==> config.mk <==
export PLATFORM = sky130hd
export DESIGN_NAME = sub32_serial_flat
export DESIGN_NICKNAME = d
export VERILOG_FILES = /design/src/rtl/sub32_serial_if.sv /design/src/rtl/sub32_serial.sv /design/src/flat_wrapper.sv
export SDC_FILE = /design/constraint.sdc
export NUM_CORES = 1
export LEC_CHECK = 0
export BUFFER_PORTS_ARGS = -buffer_cell sky130_fd_sc_hd__buf_2
export CORE_MARGIN = 2
export CORE_UTILIZATION = 55
export DETAILED_ROUTE_END_ITERATION = 16
export GPL_ROUTABILITY_DRIVEN = 0
export HOLD_SLACK_MARGIN = 0.02
export PLACE_DENSITY_LB_ADDON = 0.12
export SLEW_MARGIN = 20
export SYNTH_ARGS = -nofsm -noshare
export SYNTH_HDL_FRONTEND = slang
export SYNTH_SLANG_ARGS = --single-unit
==> constraint.sdc <==
create_clock -name clk -period 2.8 [get_ports clk]
set_clock_uncertainty 0.2 [all_clocks]
set_input_delay 0.84 -clock clk [delete_from_list [all_inputs] [get_ports clk]]
set_output_delay 0.84 -clock clk [all_outputs]
set_load 0.02 [all_outputs]
==> src/rtl/sub32_serial_if.sv <==
`default_nettype none
// +----------------------------------------------------------------------+
// | sub32_serial_if : start/done operand and result bundle for sub32     |
// | Rev 1.0                                                              |
// +----------------------------------------------------------------------+
interface sub32_serial_if;
    logic        start;
    logic [31:0] a;
    logic [31:0] b;
    logic        bi;
    logic [31:0] d;
    logic        bo;
    logic        ov;
    logic        busy;
    logic        done;

    modport master (
        output start, a, b, bi,
        input  d, bo, ov, busy, done
    );

    modport slave (
        input  start, a, b, bi,
        output d, bo, ov, busy, done
    );
endinterface
`default_nettype wire

==> src/rtl/sub32_serial.sv <==
`default_nettype none
// +----------------------------------------------------------------------+
// | sub32_serial : 32-bit a - b - bi, one nibble per clock, LSB first    |
// | Rev 1.0                                                              |
// +----------------------------------------------------------------------+
module sub32_serial (
    input  wire logic        clk,
    input  wire logic        reset_n,
    sub32_serial_if.slave    bus
);

    typedef enum logic [1:0] {
        IDLE = 2'd0,
        CALC = 2'd1,
        DONE = 2'd2
    } state_t;

    state_t      r_state;
    state_t      w_next;
    logic [31:0] r_a;
    logic [31:0] r_b;
    logic [27:0] r_res;
    logic        r_carry;
    logic [2:0]  r_cnt;
    logic [31:0] r_d;
    logic        r_bo;
    logic        r_ov;
    logic        w_busy;
    logic        w_done;
    logic [4:0]  w_sum;
    logic [3:0]  w_lo3;

    // Operands shift right, so the active nibble is always bits [3:0].
    assign w_sum = {1'b0, r_a[3:0]} + {1'b0, ~r_b[3:0]} + {4'd0, r_carry};
    // Lower three bits alone; their carry-out is the carry into bit 31 on the last step.
    assign w_lo3 = {1'b0, r_a[2:0]} + {1'b0, ~r_b[2:0]} + {3'd0, r_carry};

    always_ff @(posedge clk or negedge reset_n) begin
        if (!reset_n) begin
            r_state <= IDLE;
        end else begin
            r_state <= w_next;
        end
    end

    always_comb begin
        w_next = r_state;
        w_busy = 1'b0;
        w_done = 1'b0;
        case (r_state)
            IDLE: begin
                if (bus.start) begin
                    w_next = CALC;
                end
            end
            CALC: begin
                w_busy = 1'b1;
                if (r_cnt == 3'd7) begin
                    w_next = DONE;
                end
            end
            DONE: begin
                w_busy = 1'b1;
                w_done = 1'b1;
                w_next = IDLE;
            end
            default: begin
                w_next = IDLE;
            end
        endcase
    end

    always_ff @(posedge clk or negedge reset_n) begin
        if (!reset_n) begin
            r_a     <= 32'd0;
            r_b     <= 32'd0;
            r_res   <= 28'd0;
            r_carry <= 1'b0;
            r_cnt   <= 3'd0;
            r_d     <= 32'd0;
            r_bo    <= 1'b0;
            r_ov    <= 1'b0;
        end else begin
            case (r_state)
                IDLE: begin
                    if (bus.start) begin
                        r_a     <= bus.a;
                        r_b     <= bus.b;
                        r_carry <= ~bus.bi;
                        r_cnt   <= 3'd0;
                    end
                end
                CALC: begin
                    r_a     <= {4'd0, r_a[31:4]};
                    r_b     <= {4'd0, r_b[31:4]};
                    r_res   <= {w_sum[3:0], r_res[27:4]};
                    r_carry <= w_sum[4];
                    r_cnt   <= r_cnt + 3'd1;
                    if (r_cnt == 3'd7) begin
                        r_d  <= {w_sum[3:0], r_res};
                        r_bo <= ~w_sum[4];
                        r_ov <= w_sum[4] ^ w_lo3[3];
                    end
                end
                default: begin
                end
            endcase
        end
    end

    assign bus.d    = r_d;
    assign bus.bo   = r_bo;
    assign bus.ov   = r_ov;
    assign bus.busy = w_busy;
    assign bus.done = w_done;

endmodule
`default_nettype wire

==> src/flat_wrapper.sv <==
// flat-port wrapper written by rule: the top's interface ports become plain ports
module sub32_serial_flat 
  (clk, reset_n, bus_start, bus_a, bus_b, bus_bi, bus_d, bus_bo, bus_ov, bus_busy, bus_done);
  sub32_serial_if bus_i ();
  input  wire logic clk;
  input  wire logic reset_n;
  input wire logic [$bits(bus_i.start)-1:0] bus_start;
  input wire logic [$bits(bus_i.a)-1:0] bus_a;
  input wire logic [$bits(bus_i.b)-1:0] bus_b;
  input wire logic [$bits(bus_i.bi)-1:0] bus_bi;
  output wire logic [$bits(bus_i.d)-1:0] bus_d;
  output wire logic [$bits(bus_i.bo)-1:0] bus_bo;
  output wire logic [$bits(bus_i.ov)-1:0] bus_ov;
  output wire logic [$bits(bus_i.busy)-1:0] bus_busy;
  output wire logic [$bits(bus_i.done)-1:0] bus_done;
  assign bus_i.start = bus_start;
  assign bus_i.a = bus_a;
  assign bus_i.b = bus_b;
  assign bus_i.bi = bus_bi;
  assign bus_d = bus_i.d;
  assign bus_bo = bus_i.bo;
  assign bus_ov = bus_i.ov;
  assign bus_busy = bus_i.busy;
  assign bus_done = bus_i.done;
  sub32_serial u_core (.clk(clk), .reset_n(reset_n), .bus(bus_i));
endmodule
==> load_flow_metrics.sql, run 1 <==
INSERT INTO impl_metrics (metric_group, metric, value, unit) VALUES
('worst_setup_path', 'critPathSlowestCell', 'dfrtp_1', ''),
('die', 'top_level_ports', '104', ''),
('logic_synthesis', 'yosysTopAreaCell', 'dfrtp_1', ''),
('worst_setup_path', 'cp_top_delay_family', 'flip-flops', ''),
('logic_synthesis', 'ys_top_cells_by_count', '132 x dfrtp_1, 66 x nand2_1, 60 x mux2_2, 56 x mux2i_1, 55 x o21ai_0', ''),
('power', 'netSwitchingPower', '3.15', 'mW'),
('cells_and_area', 'multi_input_area', '2210', 'µm²'),
('cells_and_area', 'nets', '640', ''),
('logic_synthesis', 'postSynthAreaPerCell', '12.5', 'µm²'),
('outcome', 'outcome', 'finished, final reports clean', ''),
('worst_setup_path', 'worstPathMaxFanout', '3', ''),
('worst_setup_path', 'timing.reg2reg.worst_path_depth', '6', ''),
('global_route', 'first_pass_grt_wire_length', '17.9', 'mm'),
('logic_synthesis', 'yosys-top-cells-area', 'dfrtp_1 58%, mux2_2 12%, mux2i_1 9.8%', ''),
('cells_and_area', 'fillerInstances', '777', ''),
('worst_setup_path', 'launch_instance_of_the_worst_register_to_register_path', 'u_core.r_carry', ''),
('global_route', 'grt_remaining_overflow', '0', ''),
('clock_network', 'clkLatencyLatePin', '0.51', 'ns'),
('logic_synthesis', 'synth_largest_type_area_fraction', '0.575', ''),
('cells_and_area', 'final_layout_size_suffix_gt1_frac', '0.365', ''),
('clock_network', 'cts_max_path_buffers', '2', ''),
('logic_synthesis', 'syn-num-nets', '538', ''),
('logic_synthesis', 'synth_cell_area', '5740', 'µm²'),
('timing', 'min_period', '2.53', 'ns'),
('power', 'irDropWorstVdd', '0.581', 'mV'),
('clock_network', 'cts.sinks', '132', ''),
('timing', 'maxClockFrequency', '395', 'MHz'),
('clock_network', 'worst_setup_hold_path_clk_slew', '0.06', 'ns'),
('timing', 'final.setup.tns', '0', 'ns'),
('logic_synthesis', 'netlist_instances', '460', ''),
('cells_and_area', 'flow.area_growth_from_synthesis', '20.8', '%'),
('min_path', 'hold_path.class', 'primary input to asynchronous set/reset pin', ''),
('worst_setup_path', 'cp.required', '1.76', 'ns'),
('logic_synthesis', 'synthFlopType', 'dfrtp_1', ''),
('logic_synthesis', 'yosys_warnings', '0', ''),
('worst_setup_path', 'worst-setup-path-type', 'register to primary output', ''),
('logic_synthesis', 'synth_enable_flop_cells', '0', ''),
('cells_and_area', 'n_antenna_cell', '0', ''),
('placed_design', 'placed_cell_area', '6370', 'µm²'),
('power', 'power.leakage', '3.43', 'nW'),
('clock_network', 'post_cts_buffers', '0', ''),
('worst_setup_path', 'worst_path_arrival', '1.49', 'ns'),
('worst_setup_path', 'cp.buffers_inverters', '2', ''),
('power', 'switching_share', '0.361', ''),
('global_route', 'antenna_found_initial', '0', ''),
('worst_setup_path', 'start_kind', 'register', ''),
('die', 'placeableCoreArea', '10200', 'µm²'),
('detailed_routing', 'post-route-drc-count', '0', ''),
('worst_setup_path', 'worstSetupEndpointType', 'primary output', ''),
('detailed_routing', 'drt.antenna.violating_nets', '0', ''),
('power', 'p_comb_frac', '0.381', ''),
('timing', 'timing.final.max_slew_violations', '0', ''),
('global_route', 'vias_in_the_first_global_route', '3819', ''),
('placed_design', 'io_buffers', '103', ''),
('worst_setup_path', 'crit_path_cell_trace', 'inv_1 > ha_1 > buf_2', ''),
('logic_synthesis', 'ys_seq_area_frac', '0.575', ''),
('logic_synthesis', 'postSynth.asyncResetShare', '1.00', ''),
('die', 'design.die.area', '11300', 'µm²'),
('detailed_routing', 'detailroute.via_count', '3711', ''),
('worst_setup_path', 'rr_endpoint', 'u_core.bus.ov', ''),
('timing', 'worstMarginPinSlew', '0.611', 'ns'),
('cells_and_area', 'seq_area', '3300', 'µm²'),
('detailed_routing', 'routed_wl', '10.4', 'mm'),
('clock_network', 'post_cts.resized_instances', '0', ''),
('timing', 'setup_violations', '0', ''),
('detailed_routing', 'post_drt_via_cell_ratio', '5.22', ''),
('die', 'start_util', '0.561', ''),
('die', 'fp-row-count', '37', ''),
('power', 'power.internal', '5.59', 'mW'),
('timing', 'maxSlewHeadroom', '0.593', ''),
('power', 'p_seq_frac', '0.379', '');
## routing by layer
layer / track usage / wire (µm) / up-vias / part of all wire
met4: 0.0677 / 139 / 0 / 0.013
met2: 0.330 / 5230 / 82 / 0.50
met5: 0 / 0 / - / 0
met1: 0.263 / 4600 / 1803 / 0.44
met3: 0.0533 / 486 / 16 / 0.047
li1: - / - / 1810 / -
## power groups by stage
stage	Combinational [mW]	Clock, mW	Sequential [mW]
2_1_floorplan	2.51	0	3.42
5_1_grt	3.73	2.24	3.44
3_5_place_dp	3.36	0	3.35
3_3_place_gp	3.25	0	3.30
4_1_cts	3.39	2.14	3.32
6_report	3.33	2.09	3.31
## cell usage in the layout (no fill, tap or decap), drive strengths merged
| master | count |
|---|---|
| nor2 | 5 |
| and2 | 2 |
| clkinvlp | 2 |
| buf | 111 |
| mux2 | 60 |
| a21o | 2 |
| inv | 14 |
| a22oi | 8 |
| nand2 | 67 |
| clkbuf | 18 |
| a22o | 2 |
| fa | 2 |
| bufinv | 1 |
| o22ai | 1 |
| nand2b | 2 |
| mux2i | 56 |
| dfrtp | 132 |
| xnor2 | 3 |
| a21oi | 9 |
| ha | 8 |
| clkinv | 4 |
| o21ai | 66 |
## stage by stage
stage                     setup WS [ns]  std cells  total power [mW]  hold slack [ns]  utilization
after global placement            0.542        679              6.55            0.260        0.623
after detailed placement          0.441        679              6.71            0.270        0.623
final                             0.270        711              8.74           0.0954        0.678
after CTS                         0.249        711              8.86            0.106        0.678
after floorplan                   0.624        460              5.93            0.248            -
after global routing              0.220        711              9.40            0.125        0.678
## cell families (layout without fill, tap and decap cells)
kind of cell	after synthesis	in the layout	synth area share
flops	132	132	0.575
simple gates	76	76	0.0519
buf+inv	35	150	0.0416
compound gates	88	88	0.0871
xor+xnor	3	3	0.00458
mux	116	116	0.215
fa+ha+maj	10	10	0.0244
## how the worst max path moves through the flow
| stage | startpoint | end | slack [ns] | cells after the start |
|---|---|---|---|---|
| finish | u_core.r_state[0] | bus_busy | 0.27 | 3 |
| global route | u_core.r_state[0] | bus_busy | 0.22 | 3 |
| CTS | u_core.r_state[0] | bus_busy | 0.25 | 3 |
| detailed placement | u_core.r_carry | u_core.bus.ov | 0.44 | 6 |
| global placement | u_core.r_carry | u_core.bus.ov | 0.54 | 6 |
| floorplan | u_core.r_carry | u_core.bus.ov | 0.62 | 6 |
## area by class of cell
| class | instances | share of cell area |
|---|---|---|
| clock buffer | 18 | 0.0617 |
| clock inverter | 14 | 0.0206 |
| inverter | 7 | 0.00379 |
| multi-input combinational | 293 | 0.319 |
| sequential | 132 | 0.476 |
| tap | 136 | 0.0245 |
| timing repair buffer | 111 | 0.0946 |
## registers in the layout, summed over array words and instances (netlist names)
register        cells
u_core.bus.bo       1
u_core.bus.d       32
u_core.bus.ov       1
u_core.r_a         32
u_core.r_b         32
u_core.r_carry      1
u_core.r_cnt        3
u_core.r_res       28
u_core.r_state      2
No activity file was read; power rests on OpenSTA's default activity.
==> inputs of run 2 (changes only) <==
==> constraint.sdc (replaced) <==
create_clock -name clk -period 2.8 [get_ports clk]
set_clock_uncertainty 0.2 [all_clocks]
set_input_delay 0.28 -clock clk [delete_from_list [all_inputs] [get_ports clk]]
set_output_delay 0.28 -clock clk [all_outputs]
set_load 0.02 [all_outputs]
==> load_flow_metrics.sql, run 2 (synthesized netlist as in run 1, its figures left out) <==
INSERT INTO impl_metrics (metric_group, metric, value, unit) VALUES
('clock_network', 'post_cts.resized_instances', '0', ''),
('die', 'die_width', '106', 'µm'),
('cells_and_area', 'finish.instance_area', '7620', 'µm²'),
('flow_run', 'max-cap-violations', '0', ''),
('detailed_routing', 'wire_per_inst', '15.0', 'µm'),
('worst_setup_path', 'crit_path_cell_trace', 'inv_1 > ha_1 > inv_1 > nor2_1 > nand2_1 > o21ai_0 > dlygate4sd3_1', ''),
('detailed_routing', 'drt.antenna.violating_nets', '0', ''),
('cells_and_area', 'nets', '710', ''),
('placed_design', 'placed_cells_incl_taps', '681', ''),
('timing', 'maxSlewHeadroom', '0.583', ''),
('cells_and_area', 'final_layout_size_suffix_gt1_frac', '0.322', ''),
('timing', 'maxClockFrequency', '401', 'MHz'),
('die', 'die_y', '106', 'µm'),
('worst_setup_path', 'cp_common_cell', 'inv_1', ''),
('timing', 'whs', '0.120', 'ns'),
('detailed_routing', 'post-route-drc-count', '0', ''),
('worst_setup_path', 'worst_path_arrival', '2.75', 'ns'),
('worst_setup_path', 'timing.reg2reg.worst_path_depth', '7', ''),
('worst_setup_path', 'cp.buffers_inverters', '3', ''),
('placed_design', 'io_buffers', '103', ''),
('power', 'power.leakage', '3.73', 'nW'),
('global_route', 'grt_remaining_overflow', '0', ''),
('timing', 'timing.final.max_slew_violations', '0', ''),
('timing', 'timing.final.hold_violations', '0', ''),
('worst_setup_path', 'cp.required', '3.06', 'ns'),
('global_route', 'largest_net_degree_at_the_start_of_global_routing', '71', ''),
('timing', 'setup_violations', '0', ''),
('detailed_routing', 'post_drt_via_cell_ratio', '5.17', ''),
('cells_and_area', 'mostFrequentLayoutCells', '132 x dfrtp_1, 102 x buf_2, 68 x dlygate4sd3_1, 66 x nand2_1, 60 x mux2_2', ''),
('clock_network', 'clock-root-buffer', 'clkbuf_8', ''),
('min_path', 'hold_path.class', 'primary input to asynchronous set/reset pin', ''),
('power', 'powerDensity', '1180', 'nW/µm²'),
('global_route', 'grt_use_total', '0.225', ''),
('die', 'start_util', '0.561', ''),
('detailed_routing', 'drtPass1Iterations', '4', ''),
('clock_network', 'worst_setup_hold_path_clk_slew', '0.06', 'ns'),
('clock_network', 'post_cts_buffers', '0', ''),
('clock_network', 'cts_max_path_buffers', '2', ''),
('cells_and_area', 'layout_commonest_cell', 'dfrtp_1', ''),
('outcome', 'outcome', 'finished, final reports clean', ''),
('timing', 'final_critical_path_setup_slack', '0.303', 'ns'),
('timing', 'grt_setup_unrepaired', 'no', ''),
('detailed_routing', 'routed_wl', '11.7', 'mm'),
('worst_setup_path', 'rr_endpoint', 'u_core.r_a[30]', ''),
('die', 'top_level_ports', '104', ''),
('worst_setup_path', 'setup.reg_to_reg.worst_slack', '0.30', 'ns'),
('power', 'report.power.total', '8.97', 'mW'),
('placed_design', 'placed_cell_area', '6330', 'µm²'),
('placed_design', 'dp_slack', '0.466', 'ns'),
('cells_and_area', 'post_layout_nonfiller_instances', '781', ''),
('worst_setup_path', 'cp_top_delay_family', 'buffers and inverters', ''),
('global_route', 'vias_in_the_first_global_route', '4210', ''),
('clock_network', 'cts.sinks', '132', ''),
('timing', 'worstMarginPinSlew', '0.626', 'ns'),
('cells_and_area', 'n_antenna_cell', '0', ''),
('cells_and_area', 'final_core_utilization', '0.745', ''),
('timing', 'post-route-period-util', '0.892', ''),
('cells_and_area', 'flow.area_growth_from_synthesis', '32.7', '%'),
('global_route', 'antenna_found_initial', '0', ''),
('die', 'fp-row-count', '37', ''),
('worst_setup_path', 'max_stage_delay', '0.56', 'ns'),
('worst_setup_path', 'start_kind', 'register', ''),
('power', 'irDropWorstVdd', '0.564', 'mV'),
('detailed_routing', 'detailroute.via_count', '4040', ''),
('die', 'design.die.area', '11300', 'µm²'),
('die', 'placeableCoreArea', '10200', 'µm²'),
('global_route', 'first_pass_grt_wire_length', '19.5', 'mm'),
('detailed_routing', 'dr.first_iter.drc_count', '181', ''),
('worst_setup_path', 'launch_instance_of_the_worst_register_to_register_path', 'u_core.r_state[1]', ''),
('worst_setup_path', 'worst-setup-path-type', 'register to register', ''),
('clock_network', 'cts_buffers', '17', ''),
('timing', 'min_period', '2.50', 'ns'),
('worst_setup_path', 'critPathSlowestCell', 'dlygate4sd3_1', ''),
('placed_design', 'hpwlAfterDp', '6.99', 'mm'),
('clock_network', 'clkLatencyLatePin', '0.52', 'ns'),
('timing', 'final.setup.tns', '0', 'ns'),
('clock_network', 'htree_num_levels', '4', ''),
('worst_setup_path', 'worstSetupEndpointType', 'register', ''),
('worst_setup_path', 'worstPathMaxFanout', '11', ''),
('clock_network', 'clock_tree_from_tritoncts', 'done', '');
[run 2: how the worst max path moves through the flow]
stage	endpoint	cells past startpoint	slack [ns]	startpoint
6_report	u_core.r_a[30]	7	0.30	u_core.r_state[1]
5_1_grt	u_core.r_a[30]	7	0.15	u_core.r_state[1]
4_1_cts	u_core.r_a[30]	7	0.36	u_core.r_state[1]
3_5_place_dp	u_core.bus.ov	6	0.47	u_core.r_carry
3_3_place_gp	u_core.bus.ov	6	0.54	u_core.r_carry
2_1_floorplan	u_core.bus.ov	6	0.62	u_core.r_carry
[run 2: routing by layer]
layer	global-route usage	up-vias	wire, µm
met2	0.391	88	6160
met4	0.0959	0	191
met3	0.0638	21	473
met5	0	-	0
met1	0.259	1974	4870
li1	-	1957	-
[run 2: where the power goes]
part / switching [mW] / leakage [nW] / internal [mW]
Sequential: 0.522 / 1.66 / 2.80
Clock: 0.779 / 0.296 / 1.49
Combinational: 1.79 / 1.77 / 1.59
[run 2: what timing repair did]
item                                    CTS  global route
hold buffers                             68             0
endpoints found under the hold margin   135             0
endpoints found under the setup margin    0             0
[run 2: worst reg2reg max path: stages, from the launching register on]
cell	delay [ns]
dfrtp_1	0.39
inv_1	0.12
ha_1	0.25
inv_1	0.22
nor2_1	0.52
nand2_1	0.09
o21ai_0	0.08
dlygate4sd3_1	0.56
[run 2: cell type report]
class                           count  area, µm²
Timing Repair Buffer              181       1300
Inverter                            7       26.3
Fill cell                         688       2610
Tap cell                          136        170
Clock buffer                       23        457
Sequential cell                   132       3300
Multi-Input combinational cell    293       2210
Clock inverter                      9        151
